**src/rtl/gpio_mul_pkg.sv**
```systemverilog
// gpio_mul_pkg: register offsets, status bit indices, FSM states and popcount helper
package gpio_mul_pkg;
    localparam logic [15:0] OFF_A1  = 16'h00;
    localparam logic [15:0] OFF_A2  = 16'h08;
    localparam logic [15:0] OFF_W   = 16'h10;
    localparam logic [15:0] OFF_WH  = 16'h18;
    localparam logic [15:0] OFF_L   = 16'h20;
    localparam logic [15:0] OFF_B   = 16'h28;
    localparam logic [15:0] OFF_GPO = 16'h30;
    localparam logic [15:0] OFF_GPI = 16'h38;
    localparam int ST_BUSY = 0;
    localparam int ST_DONE = 1;
    localparam int ST_OVF  = 2;
    localparam int ST_REJ  = 3;
    typedef enum logic [1:0] {IDLE, MUL, FIN} state_t;
    function automatic logic [5:0] popcount(input logic [31:0] v);
        logic [5:0] c;
        c = '0;
        for (int i = 0; i < 32; i++) c += 6'(v[i]);
        return c;
    endfunction
endpackage

```
**src/rtl/gpio_mul_if.sv**
```systemverilog
// gpio_mul_if: srd/swr host bus plus GPIO pins of the multiplier peripheral
interface gpio_mul_if;
    logic [15:0] saddress;
    logic        srd;
    logic        swr;
    logic [31:0] sdata_in;
    logic [31:0] sdata_out;
    logic [31:0] gpio_in;
    logic        gpio_latch;
    logic [31:0] gpio_out;
    modport master (output saddress, srd, swr, sdata_in, gpio_in, gpio_latch,
                    input sdata_out, gpio_out);
    modport slave (input saddress, srd, swr, sdata_in, gpio_in, gpio_latch,
                   output sdata_out, gpio_out);
endinterface

```
**src/rtl/gpio_mul_core.sv**
```systemverilog
// gpio_mul_core: one-bit-per-cycle shift-add multiplier, OP_W steps after start
module gpio_mul_core #(
    parameter int OP_W = 24
) (
    input  logic              clk,
    input  logic              reset,
    input  logic              start,
    input  logic [OP_W-1:0]   a,
    input  logic [OP_W-1:0]   b,
    output logic [2*OP_W-1:0] res,
    output logic              last
);
    localparam int CW = $clog2(OP_W);
    logic [2*OP_W-1:0] mcand_q, mcand_d, acc_q, acc_d;
    logic [OP_W-1:0]   mplier_q, mplier_d;
    logic [CW-1:0]     cnt_q, cnt_d;
    logic              run_q, run_d;
    // last marks the final accumulate step; res is complete on the next cycle
    always_comb begin
        last     = run_q && cnt_q == CW'(OP_W - 1);
        mcand_d  = start ? (2*OP_W)'(a) : mcand_q;
        mplier_d = start ? b : run_q ? mplier_q >> 1 : mplier_q;
        acc_d    = start ? '0 : (run_q && mplier_q[0]) ? acc_q + (mcand_q << cnt_q) : acc_q;
        cnt_d    = start ? '0 : run_q ? cnt_q + 1'b1 : cnt_q;
        run_d    = start ? 1'b1 : last ? 1'b0 : run_q;
        res      = acc_q;
    end
    always_ff @(posedge clk) begin
        if (reset) begin
            mcand_q  <= '0;
            acc_q    <= '0;
            mplier_q <= '0;
            cnt_q    <= '0;
            run_q    <= 1'b0;
        end else begin
            mcand_q  <= mcand_d;
            acc_q    <= acc_d;
            mplier_q <= mplier_d;
            cnt_q    <= cnt_d;
            run_q    <= run_d;
        end
    end
endmodule

```
**src/rtl/gpio_mul_engine.sv**
```systemverilog
// gpio_mul_engine: bus-mapped sequential multiplier with GPIO registers.
// Define GPIOMUL_POPCNT_EN to build the popcount of W into register L.
module gpio_mul_engine
    import gpio_mul_pkg::*;
#(
    parameter int          OP_W      = 24,
    parameter logic [15:0] BASE_ADDR = 16'h0430
) (
    input logic       clk,
    input logic       reset,
    gpio_mul_if.slave bus
);
    state_t            state_q, state_d;
    logic [OP_W-1:0]   a1_q, a1_d, a2_q, a2_d;
    logic [31:0]       w_q, w_d, wh_q, wh_d, gpo_q, gpo_d, gpi_q, gpi_d, sdo_q, sdo_d;
    logic [5:0]        l_q, l_d;
    logic              done_q, done_d, ovf_q, ovf_d, rej_q, rej_d;
    logic [15:0]       off;
    logic [31:0]       rd_data, status;
    logic [63:0]       res64;
    logic [2*OP_W-1:0] core_res;
    logic              core_last, busy, start, fin, wr_op;
    gpio_mul_core #(.OP_W(OP_W)) u_core (
        .clk(clk), .reset(reset), .start(start), .a(a1_q), .b(bus.sdata_in[OP_W-1:0]),
        .res(core_res), .last(core_last)
    );
    always_comb begin
        off     = bus.saddress - BASE_ADDR;
        busy    = state_q != IDLE;
        fin     = state_q == FIN;
        res64   = 64'(core_res);
        wr_op   = bus.swr && (off == OFF_A1 || off == OFF_A2);
        start   = bus.swr && off == OFF_A2 && !busy;
        state_d = state_q == IDLE ? (start ? MUL : IDLE) :
                  state_q == MUL ? (core_last ? FIN : MUL) : IDLE;
        a1_d    = (bus.swr && off == OFF_A1 && !busy) ? bus.sdata_in[OP_W-1:0] : a1_q;
        a2_d    = start ? bus.sdata_in[OP_W-1:0] : a2_q;
        w_d     = fin ? res64[31:0] : w_q;
        wh_d    = fin ? res64[63:32] : wh_q;
`ifdef GPIOMUL_POPCNT_EN
        l_d     = fin ? popcount(res64[31:0]) : l_q;
`else
        l_d     = '0;
`endif
        done_d  = start ? 1'b0 : fin ? 1'b1 : done_q;
        ovf_d   = start ? 1'b0 : fin ? res64[63:32] != '0 : ovf_q;
        rej_d   = (wr_op && busy) ? 1'b1 :
                  (bus.swr && off == OFF_B && bus.sdata_in[ST_REJ]) ? 1'b0 : rej_q;
        gpo_d   = (bus.swr && off == OFF_GPO) ? bus.sdata_in : gpo_q;
        gpi_d   = bus.gpio_latch ? bus.gpio_in : gpi_q;
        status  = '0;
        status[ST_BUSY] = busy;
        status[ST_DONE] = done_q;
        status[ST_OVF]  = ovf_q;
        status[ST_REJ]  = rej_q;
        // reads sample current (pre-write) register contents
        rd_data = off == OFF_A1  ? 32'(a1_q) :
                  off == OFF_A2  ? 32'(a2_q) :
                  off == OFF_W   ? w_q :
                  off == OFF_WH  ? wh_q :
                  off == OFF_L   ? 32'(l_q) :
                  off == OFF_B   ? status :
                  off == OFF_GPO ? gpo_q :
                  off == OFF_GPI ? gpi_q : '0;
        sdo_d   = bus.srd ? rd_data : sdo_q;
    end
    always_ff @(posedge clk) begin
        if (reset) begin
            state_q <= IDLE;
            a1_q    <= '0;
            a2_q    <= '0;
            w_q     <= '0;
            wh_q    <= '0;
            l_q     <= '0;
            done_q  <= 1'b0;
            ovf_q   <= 1'b0;
            rej_q   <= 1'b0;
            gpo_q   <= '0;
            gpi_q   <= '0;
            sdo_q   <= '0;
        end else begin
            state_q <= state_d;
            a1_q    <= a1_d;
            a2_q    <= a2_d;
            w_q     <= w_d;
            wh_q    <= wh_d;
            l_q     <= l_d;
            done_q  <= done_d;
            ovf_q   <= ovf_d;
            rej_q   <= rej_d;
            gpo_q   <= gpo_d;
            gpi_q   <= gpi_d;
            sdo_q   <= sdo_d;
        end
    end
    assign bus.sdata_out = sdo_q;
    assign bus.gpio_out  = gpo_q;
endmodule
```
**src/flat_wrapper.sv**
```systemverilog
// flat-port wrapper written by rule: the top's interface ports become plain ports
module gpio_mul_engine_flat import gpio_mul_pkg::*;
#(
    parameter int          OP_W      = 24,
    parameter logic [15:0] BASE_ADDR = 16'h0430
)
  (clk, reset, bus_saddress, bus_srd, bus_swr, bus_sdata_in, bus_gpio_in, bus_gpio_latch, bus_sdata_out, bus_gpio_out);
  gpio_mul_if bus_i ();
  input logic clk;
  input logic reset;
  input wire logic [$bits(bus_i.saddress)-1:0] bus_saddress;
  input wire logic [$bits(bus_i.srd)-1:0] bus_srd;
  input wire logic [$bits(bus_i.swr)-1:0] bus_swr;
  input wire logic [$bits(bus_i.sdata_in)-1:0] bus_sdata_in;
  input wire logic [$bits(bus_i.gpio_in)-1:0] bus_gpio_in;
  input wire logic [$bits(bus_i.gpio_latch)-1:0] bus_gpio_latch;
  output wire logic [$bits(bus_i.sdata_out)-1:0] bus_sdata_out;
  output wire logic [$bits(bus_i.gpio_out)-1:0] bus_gpio_out;
  assign bus_i.saddress = bus_saddress;
  assign bus_i.srd = bus_srd;
  assign bus_i.swr = bus_swr;
  assign bus_i.sdata_in = bus_sdata_in;
  assign bus_i.gpio_in = bus_gpio_in;
  assign bus_i.gpio_latch = bus_gpio_latch;
  assign bus_sdata_out = bus_i.sdata_out;
  assign bus_gpio_out = bus_i.gpio_out;
  gpio_mul_engine #(.OP_W(OP_W), .BASE_ADDR(BASE_ADDR)) u_core (.clk(clk), .reset(reset), .bus(bus_i));
endmodule
```
**config.mk**
```make
export PLATFORM = sky130hd
export DESIGN_NAME = gpio_mul_engine_flat
export DESIGN_NICKNAME = d
export VERILOG_FILES = /design/src/rtl/gpio_mul_pkg.sv /design/src/rtl/gpio_mul_if.sv /design/src/rtl/gpio_mul_core.sv /design/src/rtl/gpio_mul_engine.sv /design/src/flat_wrapper.sv
export SDC_FILE = /design/constraint.sdc
export NUM_CORES = 1
export LEC_CHECK = 0
export ABC_CLOCK_PERIOD_IN_PS = 10200
export CAP_MARGIN = 25
export CORE_MARGIN = 2
export CORE_UTILIZATION = 45
export DETAILED_ROUTE_END_ITERATION = 8
export PLACE_DENSITY_LB_ADDON = 0.1
export SLEW_MARGIN = 20
export SYNTH_ARGS = -nofsm -noshare
export SYNTH_HDL_FRONTEND = slang
export SYNTH_SLANG_ARGS = --single-unit
```
**constraint.sdc**
```tcl
create_clock -name clk -period 10.2 [get_ports clk]
set_input_delay 3.06 -clock clk [delete_from_list [all_inputs] [get_ports clk]]
set_output_delay 3.06 -clock clk [all_outputs]
set_load 0.005 [all_outputs]
```
==> qor.txt, run 1 <==
period utilization = 63.3%
Post-Route WL = 53,600 µm
CP max FO = 75
GR Overflow Total = 0
core area = 34,300 µm²
fin cells = 2,512
TritonCTS clock tree = yes
via count = 14,800
xor/xnor share of the synthesized area = 1.85%
r2r startpoint = u_core.u_core.cnt_q[1]$_SDFFE_PP0P_
Die Span Y = 190 µm
I/O pin count = 149
Hold Startpoint = u_core.wh_q[1]$_SDFFE_PP0N_
Final Max Slew Viols = 0
Seq/Total Area, Yosys = 38.4%
Final nets = 2,171
Min Clock Period, post-route = 6.45 ns
Synth Area in Compound Gates = 22.0%
clk slew on worst S/H paths = 0.06 ns
initial core utilization = 45.4%
first-pass GRT wire length = 81,600 µm
largest family of logic cells by synthesized area = compound AO/OA/AOI/OAI gates
TNS Setup = 0 ns
Detail Route Antenna Nets = 0
Skew-Pair Late Insertion Delay = 0.52 ns
Async SR Flop Fraction = 0%
CP endpoint kind = register
hold_buf cts = 0
first-pass detailed-route iteration total = 7
All-Layer GR Usage = 29.0%
Simple-Gate Fraction of Synth Area = 20.9%
dpl cells = 2,455
Worst Path Required = 10.67 ns
worst vdd rail ir drop = 0.0000891 V
Worst-Margin Slew = 1.06 ns
CTS resizes = 0
largest net degree at the start of global routing = 97
Mapped Area = 15,600 µm²
post-synthesis adder-cell area fraction = 3.98%
# diodes = 0
endpoints failing setup = 0
critical path type = primary input to register
mux share of post-synthesis cell area = 8.81%
Post-Syn Nets = 2,109
max frequency = 0.155 GHz
#FFs+latches synth = 299
final hold viol count = 0
Primary FF master, synth = dfxtp_1
crit path DAT = 6.92 ns
clock root cell = clkbuf_16
HP Class = register to register
Die X = 190 µm
vias in the first global route = 13,700
number of enable flip-flop cells after synthesis = 0
area delta synth->final = 17.9%
total die area = 36,100 µm²
Leak = 6.58 nW
Synth warnings = 0
initial antenna violation count = 0
cells after synthesis = 1,975
CP startpoint = bus_saddress[6]
Num CTS Buffers = 34
initial DRC count = 1,427
max-cap viol count = 0
gpl congestion = 0.917
row count = 68
Netlist cell types = 84
Post-route DRC = 0
# clock sinks = 299
startpoint types = primary input
outcome = finished clean
pwr/cell area = 135 nW/µm²
share of cells above drive strength 1 = 7.10%
clk_skew = 0.0139 ns
vias per cell = 5.88
# port buffers = 148
syn_area_per_cell = 7.89 µm²
Post-CTS Setup Bufs = 0
# H-tree levels = 2
setup repair after global routing missed its margin = false
Rel. slew slack = 29.5%
post-DR wirelength/cell = 21.3 µm
CTS Buffer Depth = 3
post-detail-place hpwl = 39,000 µm
==> cell usage in the layout, fill, tap and decap left out, types with 16 or more instances in the layout <==
master | netlist | layout
mux2_2 | 37 | 37
o22ai_1 | 21 | 21
mux2i_1 | 82 | 82
buf_4 | 1 | 19
nor2_1 | 162 | 158
a222oi_1 | 30 | 30
clkdlybuf4s50_1 | 0 | 145
a22oi_1 | 16 | 16
a211oi_1 | 24 | 24
clkbuf_16 | 0 | 35
a21oi_1 | 287 | 287
xnor2_1 | 21 | 21
dfxtp_1 | 299 | 299
nand2_1 | 445 | 444
o21ai_0 | 44 | 44
a21o_1 | 24 | 24
nand3_1 | 40 | 39
ha_1 | 48 | 48
==> worst max-delay path, cell delays in order <==
cell and delay, ns:
clkdlybuf4s50_1 0.51, a211oi_1 0.29, xor2_1 0.25, nor3b_1 0.12, and3b_1 0.43, nand3_2 0.17
buf_4 0.62, nand2b_2 0.41, buf_4 0.38, or4_1 0.54, nand3_1 0.09
==> layer usage <==
layer  GRT usage [%]  up-vias  routed length [µm]
li1                -     7148                   -
met1            40.3     7014               24000
met2            45.5      521               23400
met3            3.56       94                3860
met4            12.1        0                2260
met5               0        -                   0
==> worst paths after layout <==
kind / endpoint / slack, ns / cells after the start
hold reg to reg: u_core.wh_q[1]$_SDFFE_PP0N_ / 0.45 / 2
hold / removal: u_core.wh_q[1]$_SDFFE_PP0N_ / 0.45 / 2
setup / recovery: u_core.u_core.res[31]$_SDFFE_PP0P_ / 3.75 / 11
setup reg to reg: u_core.u_core.res[38]$_SDFFE_PP0P_ / 5.10 / 15
==> kinds of logic (layout without fill, tap and decap cells) <==
family / Yosys count / in the layout
xor gates and xnor gates: 33 / 33
buffers and inverters: 160 / 242
AOI/OAI and AO/OA: 549 / 549
DFF: 299 / 299
muxes: 125 / 125
and+or+nand+nor: 760 / 760
adders and majority gates: 49 / 49
==> Yosys cell counts, types with 6 or more instances <==
library cell / number / area [µm²]
nand2_1: 445 / 1670
dfxtp_1: 299 / 5990
a21oi_1: 287 / 1440
nor2_1: 162 / 608
clkbuf_1: 105 / 394
mux2i_1: 82 / 821
ha_1: 48 / 601
o21ai_0: 44 / 220
nand3_1: 40 / 200
mux2_2: 37 / 417
a222oi_1: 30 / 300
a211oi_1: 24 / 180
a21o_1: 24 / 180
buf_1: 22 / 82.6
o22ai_1: 21 / 131
xnor2_1: 21 / 184
buf_2: 17 / 85.1
a22oi_1: 16 / 120
inv_1: 14 / 52.6
and2_1: 13 / 81.3
nor3_1: 13 / 65.1
a311oi_1: 12 / 105
and3_1: 12 / 75.1
xor2_1: 12 / 105
nor4_1: 11 / 68.8
nand2b_1: 10 / 62.6
a31oi_1: 9 / 56.3
o21bai_1: 9 / 67.6
o21a_1: 8 / 60.1
o21ai_1: 8 / 40.0
or3_1: 8 / 50.1
a221oi_1: 7 / 61.3
nand4_1: 7 / 43.8
mux4_2: 6 / 135
==> final cells by class <==
class	count	area [µm²]
Fill cell	3314	15900
Inverter	15	56.3
Multi-Input combinational cell	1516	9010
Timing Repair Buffer	171	1680
Clock buffer	45	953
Tap cell	455	569
Clock inverter	11	114
Sequential cell	299	5990
==> where the power goes <==
| part | internal [mW] | leakage [nW] | switching, mW |
|---|---|---|---|
| sequential | 1.18 | 2.42 | 0.00745 |
| combinational | 0.0497 | 3.64 | 0.0505 |
| clock | 0.706 | 0.524 | 0.490 |
==> flip-flops by register name (all words and copies together) (netlist names), 2 cells and up <==
register	flops
u_core.u_core.mcand_q	24
u_core.bus.sdata_out	32
u_core.u_core.cnt_q	5
u_core.w_q	32
u_core.gpi_q	32
u_core.wh_q	16
u_core.state_q	2
u_core.bus.gpio_out	32
u_core.a2_q	24
u_core.a1_q	24
u_core.u_core.res	48
u_core.u_core.mplier_q	24
==> through the flow <==
stage	hold WS (ns)	cell area (µm²)	worst slack [ns]	power (mW)	util (%)
floorplan	0.436	15600	5.15	1.25	-
global placement	0.442	17200	3.26	1.31	50.3
detailed placement	0.447	17300	3.22	1.31	50.4
CTS	0.455	18400	3.78	2.50	53.5
global route	0.472	18400	3.44	2.56	53.6
finish	0.454	18400	3.75	2.48	53.6
No activity file was read; power rests on OpenSTA's default activity.
==> run 2: changes to the inputs <==
ABC_CLOCK_PERIOD_IN_PS = 5800   (was 10200)
clock period = 5.8 ns   (was 10.2 ns; I/O delays follow)
==> qor.txt, run 2 (synthesis gave the netlist of run 1 again) <==
Die X = 190 µm
Post-Route WL = 53,900 µm
hold_buf cts = 0
post-detail-place hpwl = 39,200 µm
TritonCTS clock tree = yes
Post-CTS Setup Bufs = 0
Skew-Pair Late Insertion Delay = 0.53 ns
CP most frequent cell = a21oi_1
clock root cell = clkbuf_16
pwr/cell area = 238 nW/µm²
via count = 14,900
initial core utilization = 45.4%
Worst-Margin Slew = 1.13 ns
hold_ws = 0.454 ns
period utilization = 81.8%
commonest cells after routing, fill and taps aside = nand2_1, dfxtp_1, a21oi_1
Min Clock Period, post-route = 4.75 ns
Post-route DRC = 1
fin cells = 2,523
# clock sinks = 299
flop2flop setup slack = 1.05 ns
CP Cell Sequence = buf_4, mux2i_1, nor3_1, a21oi_1, mux2_2, nor2_1, ha_1, o21ai_0, a21oi_1, o41ai_1, a21oi_1, o31ai_1, o41ai_2, nand3_1, nor3b_1, or3_1
setup repair after global routing missed its margin = false
row count = 68
first-pass GRT wire length = 81,300 µm
CTS Buffer Depth = 3
Worst Hold Depth = 2
Worst Path Required = 6.21 ns
initial antenna violation count = 0
final hold viol count = 0
startpoint types = register
dpl cells = 2,461
crit path DAT = 5.16 ns
# diodes = 0
Hold EP = u_core.wh_q[4]$_SDFFE_PP0N_
# port buffers = 148
outcome = finished with violations
clk slew on worst S/H paths = 0.06 ns
max-cap viol count = 0
endpoints failing setup = 0
Hold Startpoint = u_core.wh_q[4]$_SDFFE_PP0N_
area delta synth->final = 18.5%
max frequency = 0.211 GHz
clk_skew = 0.0238 ns
largest net degree at the start of global routing = 109
FF/Latch Area = 5990 µm²
core area = 34,300 µm²
Leak = 6.64 nW
post-layout util = 53.8%
share of cells above drive strength 1 = 7.45%
worst reg2reg endpoint = u_core.u_core.res[38]$_SDFFE_PP0P_
max reg flops = 48
# H-tree levels = 2
Final Max Slew Viols = 0
CTS resizes = 0
CP endpoint kind = register
Final nets = 2,180
critical path type = register to register
total die area = 36,100 µm²
Rel. slew slack = 24.9%
worst vdd rail ir drop = 0.000211 V
post-DR wirelength/cell = 21.3 µm
CP max FO = 13
HP Class = register to register
I/O pin count = 149
area occupied by multi-input gates = 9000 µm²
initial DRC count = 1,749
FF-to-FF path depth = 16
Detail Route Antenna Nets = 0
TNS Setup = 0 ns
largest stage delay on the critical path = 0.71 ns
Die Span Y = 190 µm
vias in the first global route = 13,600
failing checks = design-rule violations
commonest non-fill, non-tap cell in the layout = nand2_1
Max stage delay cell, worst path = o41ai_2
gpl congestion = 0.976
Num CTS Buffers = 35
r2r startpoint = u_core.u_core.cnt_q[0]$_SDFFE_PP0P_
FILL cells = 3,316
first-pass detailed-route iteration total = 9
All-Layer GR Usage = 29.0%
GR Overflow Total = 0
vias per cell = 5.92
run 2: cell types whose count changed in the layout (fill, tap and decap cells not counted), sizes merged:
| cell | change |
|---|---|
| buf | +8 |
| clkinvlp | -1 |
| clkbuf | +4 |
run 2: how the worst max path moves through the flow:
stage | startpoint | end | slack, ns | depth (start not counted)
after detailed placement | bus_saddress[4] | u_core.bus.gpio_out[10]$_SDFFE_PP0P_ | 0.89 | 9
after floorplan | u_core.u_core.cnt_q[0]$_SDFFE_PP0P_ | u_core.u_core.res[47]$_SDFFE_PP0P_ | 1.61 | 17
after global placement | bus_saddress[4] | u_core.bus.gpio_out[20]$_SDFFE_PP0P_ | 0.99 | 9
after global routing | u_core.u_core.cnt_q[0]$_SDFFE_PP0P_ | u_core.u_core.res[47]$_SDFFE_PP0P_ | 0.64 | 15
final | u_core.u_core.cnt_q[0]$_SDFFE_PP0P_ | u_core.u_core.res[38]$_SDFFE_PP0P_ | 1.05 | 16
after CTS | u_core.u_core.cnt_q[0]$_SDFFE_PP0P_ | u_core.u_core.res[38]$_SDFFE_PP0P_ | 1.09 | 16
run 2: cell type report:
type	instances	share of cell area (%)
Multi-Input combinational cell	1516	48.8
Tap cell	455	3.08
Timing Repair Buffer	179	9.52
Inverter	15	0.305
Clock inverter	10	0.596
Sequential cell	299	32.4
Clock buffer	49	5.30
run 2: critical path: cells and delay by family (launching register included):
family,cells,cell delay (ns)
AO/OA/AOI/OAI,7,1.91
AND/OR/NAND/NOR,5,0.87
flip-flops,1,0.70
multiplexers,2,0.48
adder cells (fa/ha/maj),1,0.41
buffers and inverters,1,0.29
run 2: per-stage QoR:
step	power, mW	setup WS, ns	instance area (µm²)
2_1_floorplan	2.20	1.61	15600
3_3_place_gp	2.31	0.986	17300
3_5_place_dp	2.31	0.888	17300
4_1_cts	4.42	1.09	18400
5_1_grt	4.53	0.640	18500
6_report	4.40	1.05	18500
run 2: layer usage:
| metal | global-route usage (%) | up-vias | part of all wire [%] |
|---|---|---|---|
| met3 | 4.22 | 90 | 7.9 |
| met5 | 0 | - | 0 |
| li1 | - | 7185 | - |
| met4 | 10.5 | 0 | 3.6 |
| met1 | 40.5 | 7032 | 45 |
| met2 | 45.6 | 630 | 44 |
run 2: power breakdown:
group / switching [mW] / internal [mW]
combinational: 0.0905 / 0.0896
sequential: 0.0137 / 2.07
clock: 0.866 / 1.26
total: 0.970 / 3.43
==> edit, RTL diff (flow settings as in run 2) <==
Build with the macro `GPIOMUL_POPCNT_EN` defined.
--- a/src/rtl/gpio_mul_engine.sv
+++ b/src/rtl/gpio_mul_engine.sv
@@ -1,5 +1,7 @@
 // gpio_mul_engine: bus-mapped sequential multiplier with GPIO registers.
 // Define GPIOMUL_POPCNT_EN to build the popcount of W into register L.
+`define GPIOMUL_POPCNT_EN
+
 module gpio_mul_engine
     import gpio_mul_pkg::*;
 #(
Formal check against the unedited RTL: same outputs for any inputs over 4 cycles, from zero or initial values and one cycle with reset high; that may be too few to reach the edited logic, so the function may still have changed.
==> edit against run 2 <==
  * Power increased by 4.2%
  * Combinational power increased by 9%
  * Cell count increased by 4.2%
  * Wire length increased by 5.1%
  * Final area increased by 5.3%
  * Sequential cell count increased by 6
  * Synthesized area increased by 5.3%
  * Setup slack got worse by 0.49 ns
==> edit: results <==
export IMPL_vdd_drop_max_v=0.000190
export IMPL_synth_area_per_cell_um2=7.95
export IMPL_synthAdderAreaFrac_pct=7.32
export IMPL_grt_use_met3_pct=3.70
export IMPL_holdWs_ns=0.452
export IMPL_wl_mm=56.6
export IMPL_skew_ns=0.0189
export IMPL_seq_area_frac_synth_pct=37.2
export IMPL_yosysUniqueCellTypes=72
export IMPL_cp_endpoint="u_core.l_q[4]"
export IMPL_hpwlAfterDp_mm=41.6
export IMPL_grtUsageMet2_pct=47.8
export IMPL_synth_mux_area_share_pct=7.44
export IMPL_dr_wl_met2_mm=26.0
export IMPL_crit_path_start="u_core.u_core.res[1]"
export IMPL_synth_xor_area_share_pct=2.62
export IMPL_outcome="finished, final reports clean"
export IMPL_path_delay_family="adder cells"
export IMPL_dp_cells=2569
export IMPL_hp_class="flop to flop"
export IMPL_yosys_top_cells_count="nand2_1, dfxtp_1, a21oi_1, nor2_1, clkbuf_1"
export IMPL_arrival_ns=5.68
export IMPL_fin_nets=2311
export IMPL_ff2ff_path_depth=18
export IMPL_vias=15500
export IMPL_synth_area_leaders="dfxtp_1, nand2_1, a21oi_1"
export IMPL_critPathMaxStageDelay_ns=0.55
export IMPL_synth_compound_area_share_pct=21.7
export IMPL_r2r_slack_ns=0.56
export IMPL_wl_met3_mm=4.01
export IMPL_critPathSlowestCell="fa_1"
export IMPL_drt_iter0_drc=1588
export IMPL_cp_max_fo=5
export IMPL_grt_pass1_wl_mm=86.7
export IMPL_drive_gt1_share_pct=6.73
export IMPL_viasPerCell=5.91
export IMPL_grt_total_usage_pct=29.2
export IMPL_clk_pin_slew_ns=0.06
export IMPL_cellLeakagePower_uw=0.00716
export IMPL_grt_max_degree=155
export IMPL_grt_pass1_vias=14500
export IMPL_min_from="u_core.a2_q[5]"
export IMPL_relSlewSlack_pct=29.3
edit: changes by cell type in the layout (fill, tap and decap cells not counted), sizes merged, moves of 9 or more:
cell    before  now
nand3       41   20
inv         15   51
a311oi      12    3
a211oi      26   62
a21oi      287  274
buf         34   48
xnor2       21   30
fa           1   25
nor2       163  182
a221oi       7   16
mux2        37   14
edit: layout make-up:
type | instances | area (µm²)
fill | 3429 | 16300
multi-input combinational | 1559 | 9560
sequential | 305 | 6110
timing repair buffer | 193 | 1850
clock buffer | 51 | 1050
tap | 461 | 577
inverter | 51 | 191
clock inverter | 10 | 123
edit: kinds of logic (layout without fill, tap and decap cells):
group           count (synthesis)  count (layout)
compound gates                568             568
xor+xnor                       49              49
fa+ha+maj                      81              81
buf+inv                       200             305
flops                         305             305
mux                           109             109
simple gates                  752             752
edit: power by group:
group	internal (µW)	switching (µW)
clock network	1350	904
registers	2120	18.2
logic	95.7	100
total	3560	1020
